**src/rtl/cam_pkg.sv**
```systemverilog
// cam_pkg: shared pixel-format, decimation and state encodings for the camera capture path
package cam_pkg;
  localparam logic [1:0] MODE_RGB444 = 2'd0;
  localparam logic [1:0] MODE_RGB565 = 2'd1;
  localparam logic [1:0] MODE_Y      = 2'd2;
  localparam logic [1:0] DEC_1 = 2'd0;
  localparam logic [1:0] DEC_2 = 2'd1;
  localparam logic [1:0] DEC_4 = 2'd2;
  typedef enum logic [1:0] {
    IDLE    = 2'd0,
    WAIT    = 2'd1,
    CAPTURE = 2'd2
  } state_t;
endpackage

```
**src/rtl/cam_pixel_pack.sv**
```systemverilog
// cam_pixel_pack: combinational byte-pair to 12-bit pixel packer
module cam_pixel_pack
  import cam_pkg::*;
(
  input  logic [7:0]  b0,
  input  logic [7:0]  b1,
  input  logic [1:0]  mode,
  output logic [11:0] pixel
);
  // reserved mode values fall through to RGB444
  always_comb
    pixel = mode == MODE_RGB565 ? {b0[7:4], b0[2:0], b1[7], b1[4:1]} :
            mode == MODE_Y      ? {3{b0[7:4]}} :
                                  {b0[3:0], b1};
endmodule

```
**src/rtl/cam_capture_writer.sv**
```systemverilog
// cam_capture_writer: camera byte stream to frame-buffer writer with decimation and clipping
module cam_capture_writer
  import cam_pkg::*;
#(
  parameter int H_ACTIVE = 640,
  parameter int V_ACTIVE = 480,
  parameter int ADDR_W   = 19,
  parameter int PIX_W    = 12,
  parameter int FCNT_W   = 16
) (
  input  logic              clk,
  input  logic              rstn,
  input  logic              cap_en,
  input  logic [1:0]        mode,
  input  logic [1:0]        dec_sel,
  input  logic              cam_vsync,
  input  logic              cam_href,
  input  logic [7:0]        cam_data,
  input  logic              err_clr,
  output logic              wr_en,
  output logic [ADDR_W-1:0] wr_addr,
  output logic [PIX_W-1:0]  wr_data,
  output logic              frame_done,
  output logic [FCNT_W-1:0] frame_cnt,
  output logic              busy,
  output logic              ovf_err,
  output logic              phase_err
);
  // counters saturate one past the window so clipped pixels never alias back in
  localparam int XW = $clog2(H_ACTIVE + 1) < 2 ? 2 : $clog2(H_ACTIVE + 1);
  localparam int YW = $clog2(V_ACTIVE + 1) < 2 ? 2 : $clog2(V_ACTIVE + 1);

  state_t            state, state_nx;
  logic              vs_d, href_d, phase;
  logic [7:0]        b0;
  logic [1:0]        mode_r, dec_r, dmask;
  logic [XW-1:0]     x;
  logic [YW-1:0]     y;
  logic [ADDR_W-1:0] addr;
  logic [PIX_W-1:0]  pixel;
  logic              fb, cap, start, pix_ev, line_end, in_win, dec_ok, wr_ok;

  assign fb       = cam_vsync & ~vs_d;
  assign cap      = state == CAPTURE;
  assign busy     = cap;
  assign start    = fb & (state_nx == CAPTURE);
  assign pix_ev   = cap & cam_href & ~fb & phase;
  assign line_end = cap & ~cam_href & href_d & ~fb;
  assign dmask    = dec_r == DEC_1 ? 2'b00 : dec_r == DEC_2 ? 2'b01 : 2'b11;
  assign in_win   = (x < XW'(H_ACTIVE)) && (y < YW'(V_ACTIVE));
  assign dec_ok   = ((x[1:0] | y[1:0]) & dmask) == 2'b00;
  assign wr_ok    = pix_ev & in_win & dec_ok;

  cam_pixel_pack u_pack (
    .b0   (b0),
    .b1   (cam_data),
    .mode (mode_r),
    .pixel(pixel)
  );

  // state register
  always_ff @(posedge clk or negedge rstn)
    if (!rstn) state <= IDLE;
    else state <= state_nx;

  // next state; a dropped cap_en in WAIT wins over a coincident frame boundary
  always_comb begin
    state_nx = state;
    case (state)
      IDLE:    state_nx = cap_en ? WAIT : IDLE;
      WAIT:    state_nx = !cap_en ? IDLE : fb ? CAPTURE : WAIT;
      CAPTURE: state_nx = (fb & ~cap_en) ? IDLE : CAPTURE;
      default: state_nx = IDLE;
    endcase
  end

  // byte pairing, window counters, write port and status flags
  always_ff @(posedge clk or negedge rstn)
    if (!rstn) begin
      vs_d       <= 1'b0;
      href_d     <= 1'b0;
      phase      <= 1'b0;
      b0         <= '0;
      mode_r     <= MODE_RGB444;
      dec_r      <= DEC_1;
      x          <= '0;
      y          <= '0;
      addr       <= '0;
      wr_en      <= 1'b0;
      wr_addr    <= '0;
      wr_data    <= '0;
      frame_done <= 1'b0;
      frame_cnt  <= '0;
      ovf_err    <= 1'b0;
      phase_err  <= 1'b0;
    end else begin
      vs_d       <= cam_vsync;
      href_d     <= cam_href;
      wr_en      <= wr_ok;
      frame_done <= cap & fb;
      ovf_err    <= (pix_ev & ~in_win) | (ovf_err & ~err_clr);
      phase_err  <= (line_end & phase) | (phase_err & ~err_clr);
      if (cap & fb) frame_cnt <= frame_cnt + 1'b1;
      if (wr_ok) begin
        wr_addr <= addr;
        wr_data <= pixel;
        addr    <= addr + 1'b1;
      end
      if (start) begin
        mode_r <= mode == 2'd3 ? MODE_RGB444 : mode;
        dec_r  <= dec_sel == 2'd3 ? DEC_4 : dec_sel;
        x      <= '0;
        y      <= '0;
        phase  <= 1'b0;
        addr   <= '0;
      end else if (cap & cam_href & ~fb) begin
        phase <= ~phase;
        if (!phase) b0 <= cam_data;
        else if (x < XW'(H_ACTIVE)) x <= x + 1'b1;
      end else if (line_end) begin
        x     <= '0;
        phase <= 1'b0;
        if (x != '0 && y < YW'(V_ACTIVE)) y <= y + 1'b1;
      end
    end
endmodule

```
**config.mk**
```make
export PLATFORM = sky130hd
export DESIGN_NAME = cam_capture_writer
export DESIGN_NICKNAME = d
export VERILOG_FILES = /design/src/rtl/cam_pkg.sv /design/src/rtl/cam_pixel_pack.sv /design/src/rtl/cam_capture_writer.sv
export SDC_FILE = /design/constraint.sdc
export NUM_CORES = 1
export LEC_CHECK = 0
export BUFFER_PORTS_ARGS = -buffer_cell sky130_fd_sc_hd__buf_2
export CAP_MARGIN = 30
export CORE_UTILIZATION = 46
export DETAILED_ROUTE_END_ITERATION = 10
export PLACE_DENSITY = 0.66
export SKIP_CTS_REPAIR_TIMING = 1
export SYNTH_ARGS = -nofsm -noshare
export SYNTH_HDL_FRONTEND = slang
export SYNTH_HIERARCHICAL = 1
export SYNTH_SLANG_ARGS = --single-unit
```
**constraint.sdc**
```tcl
create_clock -name clk -period 2.7 [get_ports clk]
set_input_delay 0.135 -clock clk [delete_from_list [all_inputs] [get_ports clk]]
set_output_delay 0.135 -clock clk [all_outputs]
set_load 0.005 [all_outputs]
```
==> run metrics <==
status finished clean; Synth Instances 449; total CTS buffers 9; clk root buf clkbuf_8; IR drop worst, VDD 0.328 mV; row cnt 38; Arrival @ worst endpoint 2520 ps; area share of the largest cell type after synthesis 52.0%; Antenna Nets Post-Route 0; dpl hpwl 7330 um; fin crit period 2260 ps; TritonCTS Sinks 106; Placer Congestion 0.862; clk_skew 14.1 ps; largest net degree at the start of global routing 58; die height 107 um; fin. max-slew vios 0; sequential cell area 2650 um2; Die ar. 11500 um2; RSZ-0062 raised after global routing false; post-synth top area cell dfrtp_1; yosys warns 6; EDFF count, synth 0; Top FF cell, synth dfrtp_1; vias in the first global route 3599; Initial Utilization 47.1%; most frequent cells in the layout dfrtp_1, buf_2, nand2_1; placed cell count 649; Buffers on Ports 69; Pwr per Cell Area 680 nW/um2; actual slew at the worst max-slew pin 782 ps; Max FO, Critical Path 23; Routed Wire Length 10400 um; chip width 107 um; WL/cell 15.6 um; largest cells by area after synthesis dfrtp_1, mux2_2, mux2i_1, nand2_1, xnor2_1; Final Instance Count excl. Fillers 669; Post-synth ARST share 100%; Post-Route Setup TNS 0 ps; io pins 70; Post-Syn Area 5100 um2; total global routing overflow 0; CORE AREA 10800 um2; clk buf depth 2; first-pass GRT wire length 17800 um; most common cell after layout, fill and taps aside dfrtp_1; Unique masters post-synth 53; fmax 442 MHz; Final Setup Violations 0; Setup crit start kind flop; CP endpoint kind flop; H-tree lvl count 3; ANT cells 0; Layout fillers 981; Worst-path clk slew 90 ps; clk_lat worst skew 380 ps; Syn Nets 472; Worst Path Required 2960 ps; Multi-input gate area 2300 um2; via count 3644; final hold vios 0; CTS tree yes; Post-route DRC 0; nets 547; sequential share of the synthesized area 52.0%; Hold WC Path Type input pin to flop; Max-slew headroom 47.8%; Setup CP Type flop to flop; Pre-antenna DRT Iters 4; Syn Area/Cell 11.4 um2; share of cells above drive strength 1 28.2%; DR iter-0 viols 187; fin crit share 83.8%; total track usage 19.9%; Area growth, synth to finish 15.2%; leakage 2.93 nW; initial antenna violation count 0; drt via density 5.45; Yosys reg bits 106; maxcap violations 0
[final timing paths]
check                      depth (start not counted)  slack, ps             to          start
max                                                5        440     wr_data[8]           y[0]
min                                                3          3       dec_r[0]     dec_sel[0]
max reg2reg                                        5        440     wr_data[8]           y[0]
min reg2reg                                        1        480  frame_cnt[15]  frame_cnt[15]
max in group asynchronous                          3       1600    wr_addr[18]           rstn
min in group asynchronous                          2        370    wr_data[10]           rstn
[cell usage after synthesis, types with 7 or more instances]
| cell type | number |
|---|---|
| nand3_1 | 18 |
| nor4_1 | 7 |
| nor2_1 | 30 |
| nand2b_1 | 7 |
| mux2i_1 | 30 |
| a21oi_1 | 8 |
| and4_1 | 7 |
| mux2_2 | 40 |
| dfrtp_1 | 106 |
| nand4_1 | 20 |
| clkbuf_1 | 7 |
| xor2_1 | 15 |
| inv_1 | 8 |
| o21ai_0 | 8 |
| and3_1 | 8 |
| xnor2_1 | 18 |
| nand2_1 | 42 |
[worst max-delay path: stages (launching register included)]
cell and delay [ps]:
dfrtp_1 450, o22ai_1 200, nand2_1 190, or3_1 570
clkinv_2 350, mux2_2 380
[routing by layer]
metal	global-route usage (%)	vias up	wire (um)
met5	0	-	0
met4	6.36	0	104
met3	3.69	7	400
met2	31.7	78	4940
met1	27.6	1806	4990
li1	-	1753	-
[registers in the layout (all words and copies together), names as in the netlist]
register    cells
addr           19
wr_addr        19
frame_cnt      16
wr_data        12
x              10
y               9
b0              8
dec_r           2
mode_r          2
state           2
frame_done      1
href_d          1
ovf_err         1
phase           1
phase_err       1
vs_d            1
wr_en           1
[area by class of cell]
class	instances	area share, %
clock buffer	11	2.58
clock inverter	5	1.47
inverter	10	0.745
multi-input combinational	316	39.2
sequential	106	45.2
tap	140	2.98
timing repair buffer	81	7.84
[per-stage QoR]
stage / hold WS [ps] / power, W / util [%] / setup slack [ps] / cell area, um2
floorplan: -161 / 0.00263 / - / 814 / 5100
global placement: 253 / 0.00286 / 51.6 / 511 / 5600
detailed placement: 266 / 0.00290 / 51.6 / 441 / 5600
CTS: -148 / 0.00404 / 53.8 / 423 / 5830
global route: 1.30 / 0.00424 / 54.2 / 289 / 5870
finish: 2.97 / 0.00400 / 54.2 / 438 / 5870
[kinds of logic after synthesis]
group	synth area share (%)
AO/OA/AOI/OAI	4.12
XOR/XNOR	6.30
adder cells (fa/ha/maj)	1.23
buffers and inverters	2.82
flip-flops	52.0
multiplexers	15.7
AND/OR/NAND/NOR	17.8
[where the power goes]
part	internal, W	leakage (nW)	switching, W	total, W
logic	0.000459	1.36	0.000374	0.000833
clock network	0.000578	0.120	0.000558	0.00114
registers	0.00180	1.44	0.000230	0.00203
total	0.00283	2.93	0.00116	0.00400
Power figures use the tool's default switching activity.
